<file path="src/rtl/uart_bus_ctrl.sv">
// CPU bus front-end for the UART core: TX/RX byte FIFOs, BAUD/CTRL/STATUS
// registers and the sequencer that owns the tx_start/tx_busy handshake.
module uart_bus_ctrl #(
    parameter int unsigned FIFO_DEPTH = 8,
    parameter logic [15:0] BAUD_RESET = 16'd434
) (
    input  logic        clk,
    input  logic        n_reset,
    input  logic        bus_sel,
    input  logic        bus_we,
    input  logic        bus_re,
    input  logic [3:0]  bus_addr,
    input  logic [31:0] bus_wdata,
    output logic [31:0] bus_rdata,
    output logic        bus_ready,
    output logic        irq,
    output logic        tx_start,
    output logic [7:0]  tx_data_in,
    input  logic        tx_ready,
    input  logic        tx_busy,
    input  logic [7:0]  rx_data_out,
    input  logic        rx_valid,
    output logic [15:0] baud_tick_max
);
    localparam int unsigned AW = $clog2(FIFO_DEPTH);
    localparam int unsigned CW = AW + 1;
    localparam logic [CW-1:0] FULL_CNT = CW'(FIFO_DEPTH);

    localparam logic [1:0] A_DATA = 2'd0;
    localparam logic [1:0] A_STAT = 2'd1;
    localparam logic [1:0] A_BAUD = 2'd2;
    localparam logic [1:0] A_CTRL = 2'd3;

    typedef enum logic [1:0] {S_IDLE, S_LOAD, S_ACK, S_DRAIN} state_t;

    state_t        r_state;
    state_t        w_state_nxt;
    logic          w_load_c;

    logic [7:0]    r_tx_mem [FIFO_DEPTH];
    logic [AW-1:0] r_tx_wptr, r_tx_rptr;
    logic [CW-1:0] r_tx_cnt;
    logic [7:0]    r_rx_mem [FIFO_DEPTH];
    logic [AW-1:0] r_rx_wptr, r_rx_rptr;
    logic [CW-1:0] r_rx_cnt;

    logic [15:0]   r_baud;
    logic [3:0]    r_ctrl;
    logic          r_tx_ovf, r_rx_ovr;
    logic [31:0]   r_rdata;
    logic          r_ready, r_irq, r_tx_start;
    logic [7:0]    r_tx_data;

    logic          w_wr, w_rd;
    logic [1:0]    w_reg;
    logic          w_tx_flush, w_rx_flush;
    logic          w_tx_empty, w_tx_full, w_rx_empty, w_rx_full;
    logic          w_tx_push_req, w_tx_push, w_tx_pop, w_tx_drop;
    logic          w_rx_push_req, w_rx_push, w_rx_pop, w_rx_drop;
    logic [7:0]    w_tx_head, w_rx_head;
    logic [6:0]    w_status_c;
    logic [31:0]   w_rdata_c;
    logic          w_unused;

    // Bus decode; a simultaneous write and read is treated as a write only
    assign w_wr  = bus_sel & bus_we;
    assign w_rd  = bus_sel & bus_re & ~bus_we;
    assign w_reg = bus_addr[3:2];
    assign w_unused = ^{bus_addr[1:0], bus_wdata[31:16]};

    assign w_tx_flush = w_wr & (w_reg == A_CTRL) & bus_wdata[4];
    assign w_rx_flush = w_wr & (w_reg == A_CTRL) & bus_wdata[5];

    assign w_tx_empty = (r_tx_cnt == '0);
    assign w_tx_full  = (r_tx_cnt == FULL_CNT);
    assign w_rx_empty = (r_rx_cnt == '0);
    assign w_rx_full  = (r_rx_cnt == FULL_CNT);
    assign w_tx_head  = r_tx_mem[r_tx_rptr];
    assign w_rx_head  = r_rx_mem[r_rx_rptr];

    // A full FIFO still accepts when the opposite side pops in the same cycle
    assign w_tx_pop      = (r_state == S_LOAD) & ~w_tx_empty;
    assign w_tx_push_req = w_wr & (w_reg == A_DATA) & ~w_tx_flush;
    assign w_tx_push     = w_tx_push_req & (~w_tx_full | w_tx_pop);
    assign w_tx_drop     = w_tx_push_req & w_tx_full & ~w_tx_pop;

    assign w_rx_pop      = w_rd & (w_reg == A_DATA) & ~w_rx_empty;
    assign w_rx_push_req = rx_valid & r_ctrl[1] & ~w_rx_flush;
    assign w_rx_push     = w_rx_push_req & (~w_rx_full | w_rx_pop);
    assign w_rx_drop     = w_rx_push_req & w_rx_full & ~w_rx_pop;

    always_ff @(posedge clk) begin : tx_mem_wr
        if (w_tx_push) r_tx_mem[r_tx_wptr] <= bus_wdata[7:0];
    end

    always_ff @(posedge clk) begin : rx_mem_wr
        if (w_rx_push) r_rx_mem[r_rx_wptr] <= rx_data_out;
    end

    always_ff @(posedge clk or negedge n_reset) begin : tx_fifo_ptrs
        if (!n_reset) begin
            r_tx_wptr <= '0;
            r_tx_rptr <= '0;
            r_tx_cnt  <= '0;
        end else if (w_tx_flush) begin
            r_tx_wptr <= '0;
            r_tx_rptr <= '0;
            r_tx_cnt  <= '0;
        end else begin
            if (w_tx_push) r_tx_wptr <= r_tx_wptr + AW'(1);
            if (w_tx_pop)  r_tx_rptr <= r_tx_rptr + AW'(1);
            r_tx_cnt <= r_tx_cnt + CW'(w_tx_push) - CW'(w_tx_pop);
        end
    end

    always_ff @(posedge clk or negedge n_reset) begin : rx_fifo_ptrs
        if (!n_reset) begin
            r_rx_wptr <= '0;
            r_rx_rptr <= '0;
            r_rx_cnt  <= '0;
        end else if (w_rx_flush) begin
            r_rx_wptr <= '0;
            r_rx_rptr <= '0;
            r_rx_cnt  <= '0;
        end else begin
            if (w_rx_push) r_rx_wptr <= r_rx_wptr + AW'(1);
            if (w_rx_pop)  r_rx_rptr <= r_rx_rptr + AW'(1);
            r_rx_cnt <= r_rx_cnt + CW'(w_rx_push) - CW'(w_rx_pop);
        end
    end

    always_ff @(posedge clk or negedge n_reset) begin : fsm_state
        if (!n_reset) r_state <= S_IDLE;
        else          r_state <= w_state_nxt;
    end

    // A flush in the launch-decision cycle suppresses the launch so LOAD never sees an empty FIFO
    always_comb begin : fsm_next
        w_state_nxt = r_state;
        w_load_c    = 1'b0;
        case (r_state)
            S_IDLE: begin
                if (r_ctrl[0] & ~w_tx_empty & tx_ready & ~w_tx_flush) begin
                    w_state_nxt = S_LOAD;
                    w_load_c    = 1'b1;
                end
            end
            S_LOAD:  w_state_nxt = S_ACK;
            S_ACK:   if (tx_busy)  w_state_nxt = S_DRAIN;
            S_DRAIN: if (!tx_busy) w_state_nxt = S_IDLE;
            default: w_state_nxt = S_IDLE;
        endcase
    end

    always_ff @(posedge clk or negedge n_reset) begin : tx_launch
        if (!n_reset) begin
            r_tx_start <= 1'b0;
            r_tx_data  <= '0;
        end else begin
            r_tx_start <= w_load_c;
            if (w_load_c) r_tx_data <= w_tx_head;
        end
    end

    // Sticky error bits: a new error wins over a same-cycle W1C
    always_ff @(posedge clk or negedge n_reset) begin : csr_regs
        if (!n_reset) begin
            r_baud   <= BAUD_RESET;
            r_ctrl   <= 4'h3;
            r_tx_ovf <= 1'b0;
            r_rx_ovr <= 1'b0;
        end else begin
            if (w_wr && w_reg == A_BAUD) r_baud <= bus_wdata[15:0];
            if (w_wr && w_reg == A_CTRL) r_ctrl <= bus_wdata[3:0];
            if (w_tx_drop)                                   r_tx_ovf <= 1'b1;
            else if (w_wr && w_reg == A_STAT && bus_wdata[6]) r_tx_ovf <= 1'b0;
            if (w_rx_drop)                                   r_rx_ovr <= 1'b1;
            else if (w_wr && w_reg == A_STAT && bus_wdata[5]) r_rx_ovr <= 1'b0;
        end
    end

    assign w_status_c = {r_tx_ovf, r_rx_ovr, tx_busy, w_tx_full, w_tx_empty,
                         w_rx_full, ~w_rx_empty};

    always_comb begin : read_mux
        w_rdata_c = '0;
        case (w_reg)
            A_DATA:  if (!w_rx_empty) w_rdata_c = {24'b0, w_rx_head};
            A_STAT:  w_rdata_c = {25'b0, w_status_c};
            A_BAUD:  w_rdata_c = {16'b0, r_baud};
            default: w_rdata_c = {28'b0, r_ctrl};
        endcase
    end

    always_ff @(posedge clk or negedge n_reset) begin : bus_resp
        if (!n_reset) begin
            r_rdata <= '0;
            r_ready <= 1'b0;
            r_irq   <= 1'b0;
        end else begin
            r_ready <= w_wr | w_rd;
            if (w_rd) r_rdata <= w_rdata_c;
            r_irq <= (r_ctrl[2] & ~w_rx_empty) |
                     (r_ctrl[3] & w_tx_empty & (r_state == S_IDLE));
        end
    end

    assign bus_rdata     = r_rdata;
    assign bus_ready     = r_ready;
    assign irq           = r_irq;
    assign tx_start      = r_tx_start;
    assign tx_data_in    = r_tx_data;
    assign baud_tick_max = r_baud;

endmodule

</file>
<file path="config.mk">
export PLATFORM = sky130hd
export DESIGN_NAME = uart_bus_ctrl
export DESIGN_NICKNAME = d
export VERILOG_FILES = /design/src/rtl/uart_bus_ctrl.sv
export SDC_FILE = /design/constraint.sdc
export NUM_CORES = 1
export LEC_CHECK = 0
export ABC_AREA = 0
export CORE_UTILIZATION = 35
export CTS_CLUSTER_SIZE = 30
export DETAILED_ROUTE_END_ITERATION = 7
export GPL_TIMING_DRIVEN = 0
export HOLD_SLACK_MARGIN = 0.08
export SYNTH_ARGS = -nofsm -noshare
export SYNTH_HDL_FRONTEND = slang
export SYNTH_SLANG_ARGS = --single-unit
</file>
<file path="constraint.sdc">
create_clock -name clk -period 7.81 [get_ports clk]
set_clock_uncertainty 0.05 [all_clocks]
set_input_delay 0.781 -clock clk [delete_from_list [all_inputs] [get_ports clk]]
set_output_delay 0.781 -clock clk [all_outputs]
set_load 0.01 [all_outputs]
</file>
==> flow_metrics.py, run 1 <==
metrics = {
    "detailed_routing": {
        "finalWirelength_um": 17900,
        "first_pass_iters": 4,
        "drc": 0,
        "vias_per_cell": 4.79,
        "final_antenna_net_count": 0,
        "drt_iter0_drc": 304,
        "post_drt_wl_per_cell_um": 18.0,
        "vias": 4766,
    },
    "clock_tree": {
        "postCtsHoldBufs": 0,
        "cts_tree": "done",
        "clock-sinks": 199,
        "cts_setup_buffers": 0,
        "clockRootBuffer": "clkbuf_16",
        "clkTransAtPathRegs_ns": 0.07,
        "clkLatencyLatePin_ns": 0.43,
        "post_cts_resized": 0,
        "htree_num_levels": 4,
        "numCtsBuffers": 17,
        "clock_path_buffers": 2,
    },
    "timing": {
        "tightestPinTransition_ns": 1.24,
        "fmax_ghz": 0.304,
        "grt_setup_unrepaired": "no",
        "max-slew-margin-rel_pct": 16.4,
        "finalCritPeriodShare_pct": 42.1,
        "holdWs_ns": 0.128,
        "hold_viol": 0,
        "setup_viol": 0,
        "setup_tns_ns": 0,
        "final_max_slew_viol_count": 0,
        "min_period_ns": 3.29,
    },
    "cells_and_area": {
        "nets": 736,
        "final_layout_size_suffix_gt1_share_pct": 19.1,
        "area_growth_pct": 22.1,
        "diodes": 0,
    },
    "synthesis": {
        "post-synth-top-count-cell": "edfxtp_1",
        "synth_area_leaders": "edfxtp_1, dfrtp_1, mux4_2, mux2_2, ha_1",
        "async_flop_share_pct": 35.7,
        "avgSynthCellArea_um2": 15.5,
        "synth_edf_count": 128,
        "synthCells": 547,
        "yosys_warnings": 0,
        "synth.cell_area_um2": 8490,
        "yosysSeqAreaShare_pct": 66.3,
        "synth_top_cell_by_area": "edfxtp_1",
        "ys_top_cells_by_count": "edfxtp_1, dfrtp_1, nand2_1, nor2_1, mux2_2",
        "ys_ff_latch": 199,
        "synth_top_area_share_pct": 45.3,
        "synth_flop_cell": "edfxtp_1",
        "yosysUniqueCellTypes": 55,
    },
    "setup_path": {
        "cp_slowest_stage_delay_ns": 0.75,
        "reg2reg_to": "r_tx_mem[1][0]",
        "endpoint_kind": "flop",
        "setup.worst_path.start_class": "input port",
        "path_cells": "clkdlybuf4s50_1, and4_4, buf_6, a21oi_2, nand2_1, nor3_1, clkbuf_2",
        "r2r_cells": 6,
        "crit_slowest_cell": "nor3_1",
        "reg2reg_from": "r_state[1]",
        "required_ns": 7.89,
        "critPathKind": "in -> reg",
        "crit_arrival_ns": 3.38,
        "cp_max_fo": 10,
        "rrSetupSlack_ns": 4.85,
    },
    "power_and_ir_drop": {
        "p_leak_nw": 3.90,
        "peakVddDrop_uv": 141,
        "power.density_nw_per_um2": 303,
        "power_mw": 3.14,
    },
    "place": {
        "hpwl_um": 12900,
        "io_buffers": 76,
        "gp_congestion": 0.740,
    },
    "floorplanning": {
        "dieArea_um2": 24900,
        "die_width_um": 158,
        "row_count": 56,
        "core_area_um2": 23600,
        "start_util_pct": 36.0,
        "io_pins": 111,
        "fp.dieH_um": 158,
    },
    "min_path": {
        "hp-class": "in -> async",
    },
    "global_routing": {
        "grt_pass1_vias": 4903,
        "grt_overflow": 0,
        "antenna_found_initial": 0,
        "gr-usage-all-layers_pct": 15.4,
        "grt_max_degree": 63,
        "grt_pass1_wl_um": 28000,
    },
    "outcome": {
        "status": "finished, final reports clean",
    },
    "run": {
        "cap_violations": 0,
    },
}
## layer usage
layer,global-route usage [%],up-vias,part of all wire [%],wire length (µm)
li1,-,2258,-,-
met2,26.8,79,53,9400
met5,0,-,0,0
met3,3.45,23,2.8,492
met1,18.8,2406,43,7680
met4,4.99,0,1.7,296
## where the power goes
part	leakage [nW]	switching, mW	internal (mW)
combinational	1.60	0.436	0.470
sequential	2.02	0.106	1.28
clock	0.287	0.380	0.467
## cell families (layout without fill, tap and decap cells)
kind of cell	Yosys count	after routing	synth area share, %
compound gates	64	64	4.88
buf+inv	52	165	3.38
fa+ha+maj	22	22	3.42
mux	74	74	13.7
simple gates	127	127	7.44
flops	199	199	66.3
xor+xnor	8	8	0.825
other cells	1	16	0.0442
## critical path: cells and delay by family
family | cells | cell delay (ns)
AND/OR/NAND/NOR | 3 | 1.29
buffers and inverters | 3 | 0.99
AO/OA/AOI/OAI | 1 | 0.31
## placed cells by master (no fill, tap or decap), drive strengths merged, types with 7 or more instances in the layout
cell type	instances
ha	20
mux2	24
nand3	19
a21oi	21
inv	16
clkdlybuf4s50	75
edfxtp	128
dfstp	7
conb	16
mux2i	21
dfrtp	64
mux4	29
o21ai	20
buf	34
nand2	41
clkbuf	34
nor2	25
nor2b	8
## sequential cells by signal (all words and copies together) (netlist names)
register	flops
tx_start	1
r_tx_rptr	3
r_tx_wptr	3
r_rx_cnt	4
irq	1
r_state	2
r_tx_ovf	1
r_ctrl	4
r_rx_wptr	3
r_tx_cnt	4
r_rx_ovr	1
baud_tick_max	16
tx_data_in	8
r_rx_rptr	3
bus_ready	1
r_rx_mem	64
r_tx_mem	64
bus_rdata	16
## metrics by stage
step | setup slack [ns] | cells | instance area, µm² | util (%)
4_1_cts | 4.31 | 993 | 10400 | 43.9
5_1_grt | 4.39 | 994 | 10400 | 43.9
2_1_floorplan | 4.83 | 562 | 8550 | -
3_3_place_gp | 3.10 | 957 | 9710 | 41.1
3_5_place_dp | 3.83 | 961 | 9790 | 41.4
6_report | 4.52 | 994 | 10400 | 43.9
## how the worst max path moves through the flow
stage | start | to | slack [ns] | cells after the start
after floorplan | bus_addr[3] | r_rx_mem[4][0] | 4.83 | 4
after global placement | bus_addr[2] | r_rx_mem[2][6] | 3.10 | 6
after detailed placement | bus_addr[2] | r_rx_mem[6][6] | 3.83 | 6
after CTS | bus_addr[2] | r_rx_mem[6][7] | 4.31 | 6
after global routing | bus_sel | r_tx_mem[1][0] | 4.39 | 5
final | bus_sel | r_rx_mem[6][7] | 4.52 | 7
## final cells by class
cell class / instances / area, µm²
buffer: 38 / 234
clock buffer: 24 / 514
clock inverter: 8 / 62.6
fill: 2139 / 13200
inverter: 14 / 52.6
multi-input combinational: 311 / 2660
sequential: 199 / 5630
tap: 319 / 399
timing repair buffer: 81 / 813
No activity file was read; power rests on OpenSTA's default activity.
==> run 2: changes to the inputs <==
Clock period 7.81 ns to 3.43 ns, I/O delays scaled along.
==> flow_metrics.py, run 2 (same netlist as run 1, synthesis figures left out) <==
metrics = {
    "run": {
        "cap_violations": 0,
    },
    "power_and_ir_drop": {
        "power.density_nw_per_um2": 688,
        "p_leak_nw": 3.90,
        "switching_share_pct": 29.4,
        "internal_power_mw": 5.04,
        "clkPwrFrac_pct": 27.0,
        "comb_power_share_pct": 28.9,
        "peakVddDrop_uv": 321,
        "seq_power_share_pct": 44.1,
        "p_switching_mw": 2.10,
    },
    "global_routing": {
        "grt_pass1_wl_um": 28000,
        "antenna_found_initial": 0,
        "grt_overflow": 0,
        "gr-usage-all-layers_pct": 15.4,
        "grt_pass1_vias": 4903,
        "grt_max_degree": 63,
    },
    "floorplanning": {
        "io_pins": 111,
        "fp.dieH_um": 158,
        "row_count": 56,
        "start_util_pct": 36.0,
        "die_width_um": 158,
        "core_area_um2": 23600,
        "dieArea_um2": 24900,
    },
    "detailed_routing": {
        "vias_per_cell": 4.79,
        "finalWirelength_um": 17800,
        "drt_iter0_drc": 312,
        "post_drt_wl_per_cell_um": 17.9,
        "drc": 0,
        "final_antenna_net_count": 0,
        "first_pass_iters": 5,
        "vias": 4771,
    },
    "clock_tree": {
        "clock-sinks": 199,
        "cts_tree": "done",
        "clockRootBuffer": "clkbuf_16",
        "numCtsBuffers": 17,
        "clkLatencyLatePin_ns": 0.43,
        "clock_path_buffers": 2,
        "htree_num_levels": 4,
        "clkTransAtPathRegs_ns": 0.07,
    },
    "cells_and_area": {
        "nFillCells": 2138,
        "largestRegisters": "r_rx_mem: 64 flops, r_tx_mem: 64 flops",
        "layout_commonest_cell": "edfxtp_1",
        "nets": 737,
        "multiInputGateArea_um2": 2660,
        "diodes": 0,
        "design_area_um2": 10400,
        "area_growth_pct": 22.3,
        "final_layout_size_suffix_gt1_share_pct": 19.1,
        "register_area_um2": 5630,
        "layout_common_cells": "edfxtp_1, clkdlybuf4s50_1, dfrtp_1",
        "finalNonFillerCells": 995,
    },
    "timing": {
        "setup_viol": 0,
        "hold_viol": 0,
        "final_max_slew_viol_count": 0,
        "max-slew-margin-rel_pct": 16.3,
        "tightestPinTransition_ns": 1.25,
        "min_period_ns": 2.96,
        "holdWs_ns": 0.235,
        "finalCritPeriodShare_pct": 86.2,
        "fmax_ghz": 0.338,
        "grt_setup_unrepaired": "no",
    },
    "setup_path": {
        "cp_max_fo": 8,
        "setup.worst_path.start_class": "flop",
        "crit_arrival_ns": 2.95,
        "critPathKind": "reg -> reg",
        "required_ns": 3.42,
        "endpoint_kind": "flop",
    },
    "min_path": {
        "hp-class": "in -> async",
    },
    "outcome": {
        "status": "finished, final reports clean",
    },
    "place": {
        "io_buffers": 76,
        "place_area_um2": 9790,
        "gp_congestion": 0.740,
        "hpwl_um": 12900,
        "dp.cells": 961,
    },
}
-- run 2: changes by cell type in the layout (fill, tap and decap cells not counted), sizes merged --
cell         before  now
dlygate4sd3       0    1
-- run 2: per-layer routing --
| layer | track usage, % | up-vias | wire length (µm) |
|---|---|---|---|
| met4 | 4.99 | 0 | 291 |
| met1 | 18.8 | 2409 | 7670 |
| li1 | - | 2260 | - |
| met5 | 0 | - | 0 |
| met2 | 26.8 | 79 | 9400 |
| met3 | 3.45 | 23 | 480 |
-- run 2: worst max-delay path: stages, from the launching register on --
cell and delay (ns):
dfrtp_1 0.41, inv_1 0.11, ha_1 0.24, nor2b_1 0.30
o211ai_2 0.18, or2_2 0.35, nor3_1 0.93
-- run 2: layout make-up --
| type | instances | area share, % |
|---|---|---|
| timing repair buffer | 82 | 7.93 |
| clock inverter | 8 | 0.603 |
| clock buffer | 24 | 4.95 |
| tap | 319 | 3.85 |
| sequential | 199 | 54.2 |
| buffer | 38 | 2.25 |
| multi-input combinational | 311 | 25.7 |
| inverter | 14 | 0.506 |
-- run 2: timing repair --
item / in CTS / in global routing
resized for setup: 0 / 0
hold buffers: 1 / 0
hold endpoints to repair: 64 / 0
setup buffers: 0 / 0
-- run 2: power groups by stage --
stage | Clock (mW) | Combinational (mW) | Sequential (mW)
after floorplan | 0 | 1.33 | 3.19
after global placement | 0 | 2.01 | 3.17
after detailed placement | 0 | 2.09 | 3.20
after CTS | 1.97 | 2.10 | 3.15
after global routing | 2.07 | 2.31 | 3.19
final | 1.93 | 2.06 | 3.15
-- run 2: worst paths after layout --
path / slack [ns] / startpoint / to / cells past startpoint
min in group clk: 0.43 / bus_rdata[14] / bus_rdata[14] / 2
hold / removal: 0.23 / n_reset / tx_data_in[4] / 2
max in group asynchronous: 2.49 / n_reset / baud_tick_max[5] / 3
setup reg to reg: 0.47 / r_state[1] / r_tx_mem[1][0] / 6
setup / recovery: 0.47 / r_state[1] / r_tx_mem[1][0] / 6
hold reg to reg: 0.43 / bus_rdata[14] / bus_rdata[14] / 2
-- run 2: through the flow --
step / setup TNS [ns] / power (mW) / util, % / setup slack (ns)
after floorplan: 0 / 4.52 / - / 0.790
after global placement: -54.34 / 5.19 / 41.1 / -0.841
after detailed placement: -0.875 / 5.29 / 41.4 / -0.110
after CTS: 0 / 7.23 / 43.9 / 0.364
after global routing: 0 / 7.57 / 44.0 / 0.198
final: 0 / 7.14 / 44.0 / 0.474
==> run 3: changes to the inputs <==
Settings changed: CELL_PAD_IN_SITES_DETAIL_PLACEMENT set to 1, CELL_PAD_IN_SITES_GLOBAL_PLACEMENT set to 2, CTS_CLUSTER_DIAMETER set to 80, PLACE_DENSITY_LB_ADDON set to 0.1.
==> flow_metrics.py, run 3 (same netlist as run 1, synthesis figures left out) <==
metrics = {
    "outcome": {
        "status": "finished, final reports clean",
    },
    "cells_and_area": {
        "area_growth_pct": 22.8,
        "layout_commonest_cell": "edfxtp_1",
        "design_area_um2": 10400,
        "finalNonFillerCells": 996,
        "largestRegisters": "r_rx_mem: 64 flops, r_tx_mem: 64 flops",
        "diodes": 0,
        "final_layout_size_suffix_gt1_share_pct": 19.8,
        "layout_common_cells": "edfxtp_1, clkdlybuf4s50_1, dfrtp_1",
        "nets": 738,
    },
    "floorplanning": {
        "core_area_um2": 23600,
        "io_pins": 111,
        "start_util_pct": 36.0,
        "die_width_um": 158,
        "dieArea_um2": 24900,
        "row_count": 56,
        "fp.dieH_um": 158,
    },
    "place": {
        "gp_congestion": 0.725,
        "hpwl_um": 14400,
        "dp.cells": 963,
        "io_buffers": 76,
        "place_area_um2": 9810,
        "dp_slack_ns": 0.193,
    },
    "detailed_routing": {
        "vias_per_cell": 4.92,
        "vias": 4902,
        "first_pass_iters": 5,
        "drt_iter0_drc": 282,
        "post_drt_wl_per_cell_um": 20.4,
        "finalWirelength_um": 20300,
        "drc": 0,
        "final_antenna_net_count": 0,
    },
    "setup_path": {
        "endpoint_kind": "flop",
        "cp_max_fo": 5,
        "critPathKind": "reg -> reg",
        "rrSetupSlack_ns": 0.52,
        "required_ns": 3.52,
        "crit_arrival_ns": 3.00,
        "setup.worst_path.start_class": "flop",
    },
    "power_and_ir_drop": {
        "peakVddDrop_uv": 327,
        "power_mw": 7.31,
        "p_leak_nw": 3.92,
        "power.density_nw_per_um2": 701,
    },
    "clock_tree": {
        "clockRootBuffer": "clkbuf_16",
        "numCtsBuffers": 17,
        "post_cts_resized": 0,
        "cts_tree": "done",
        "clock-sinks": 199,
        "clkTransAtPathRegs_ns": 0.08,
        "htree_num_levels": 4,
        "clkLatencyLatePin_ns": 0.44,
        "cts_setup_buffers": 0,
        "clock_path_buffers": 2,
    },
    "global_routing": {
        "gr-usage-all-layers_pct": 17.5,
        "grt_max_degree": 42,
        "grt_overflow": 0,
        "antenna_found_initial": 0,
        "grt_pass1_vias": 5252,
        "grt_pass1_wl_um": 31200,
    },
    "run": {
        "cap_violations": 0,
    },
    "timing": {
        "finalCritPeriodShare_pct": 84.8,
        "min_period_ns": 2.91,
        "final_max_slew_viol_count": 0,
        "setup_tns_ns": 0,
        "fmax_ghz": 0.344,
        "hold_viol": 0,
        "max-slew-margin-rel_pct": 33.4,
        "grt_setup_unrepaired": "no",
        "worst_slack_ns": 0.523,
        "tightestPinTransition_ns": 0.995,
        "setup_viol": 0,
    },
    "min_path": {
        "hp-class": "in -> async",
    },
}
==> run 3: metrics by stage <==
step / utilization (%) / hold WS, ns
after floorplan: - / -0.00259
after global routing: 44.2 / 0.358
after CTS: 44.2 / 0.338
final: 44.2 / 0.336
after global placement: 41.1 / 0.411
after detailed placement: 41.5 / 0.266
==> run 3: where the power goes <==
part / internal, mW / switching (mW) / total, mW / leakage [nW]
Clock: 1.05 / 0.990 / 2.04 / 0.294
Combinational: 1.08 / 1.04 / 2.12 / 1.61
Sequential: 2.91 / 0.242 / 3.15 / 2.02
Total: 5.03 / 2.27 / 7.31 / 3.92
==> run 3: path summary, 6_finish.rpt <==
| check | startpoint | to | cells after the start |
|---|---|---|---|
| worst max-delay path | r_state[1] | r_tx_mem[0][5] | 7 |
| worst min-delay path | n_reset | tx_data_in[2] | 2 |
| min in group clk | bus_rdata[9] | bus_rdata[9] | 2 |
| worst max register to register | r_state[1] | r_tx_mem[0][5] | 7 |
| worst min register to register | bus_rdata[9] | bus_rdata[9] | 2 |
| max in group asynchronous | n_reset | baud_tick_max[1] | 3 |
==> run 3: timing repair <==
action / CTS / global route
setup endpoints to repair: 0 / 0
hold buffers: 1 / 0
hold endpoints to repair: 28 / 0
==> run 3: cell type report <==
cell class                      instances  area, µm²
Buffer                                 38        234
Clock inverter                         15        183
Multi-Input combinational cell        311       2670
Clock buffer                           17        425
Timing Repair Buffer                   83        833
Tap cell                              319        399
Inverter                               14       52.6
Fill cell                            2392      13200
Sequential cell                       199       5630
==> run 3: worst max-delay path: stages (launching register included) <==
cell,delay (ns)
dfrtp_1,0.41
inv_1,0.11
ha_1,0.25
nor2b_1,0.31
o211ai_2,0.18
nand2b_1,0.27
nor3_1,0.74
buf_4,0.29
==> run 3: metal layers <==
layer / track usage (%) / share of wire [%] / up-vias
li1: - / - / 2261
met1: 24.1 / 48 / 2532
met2: 28.2 / 48 / 100
met3: 3.53 / 3.6 / 9
met4: 4.67 / 0.63 / 0
met5: 0 / 0 / -
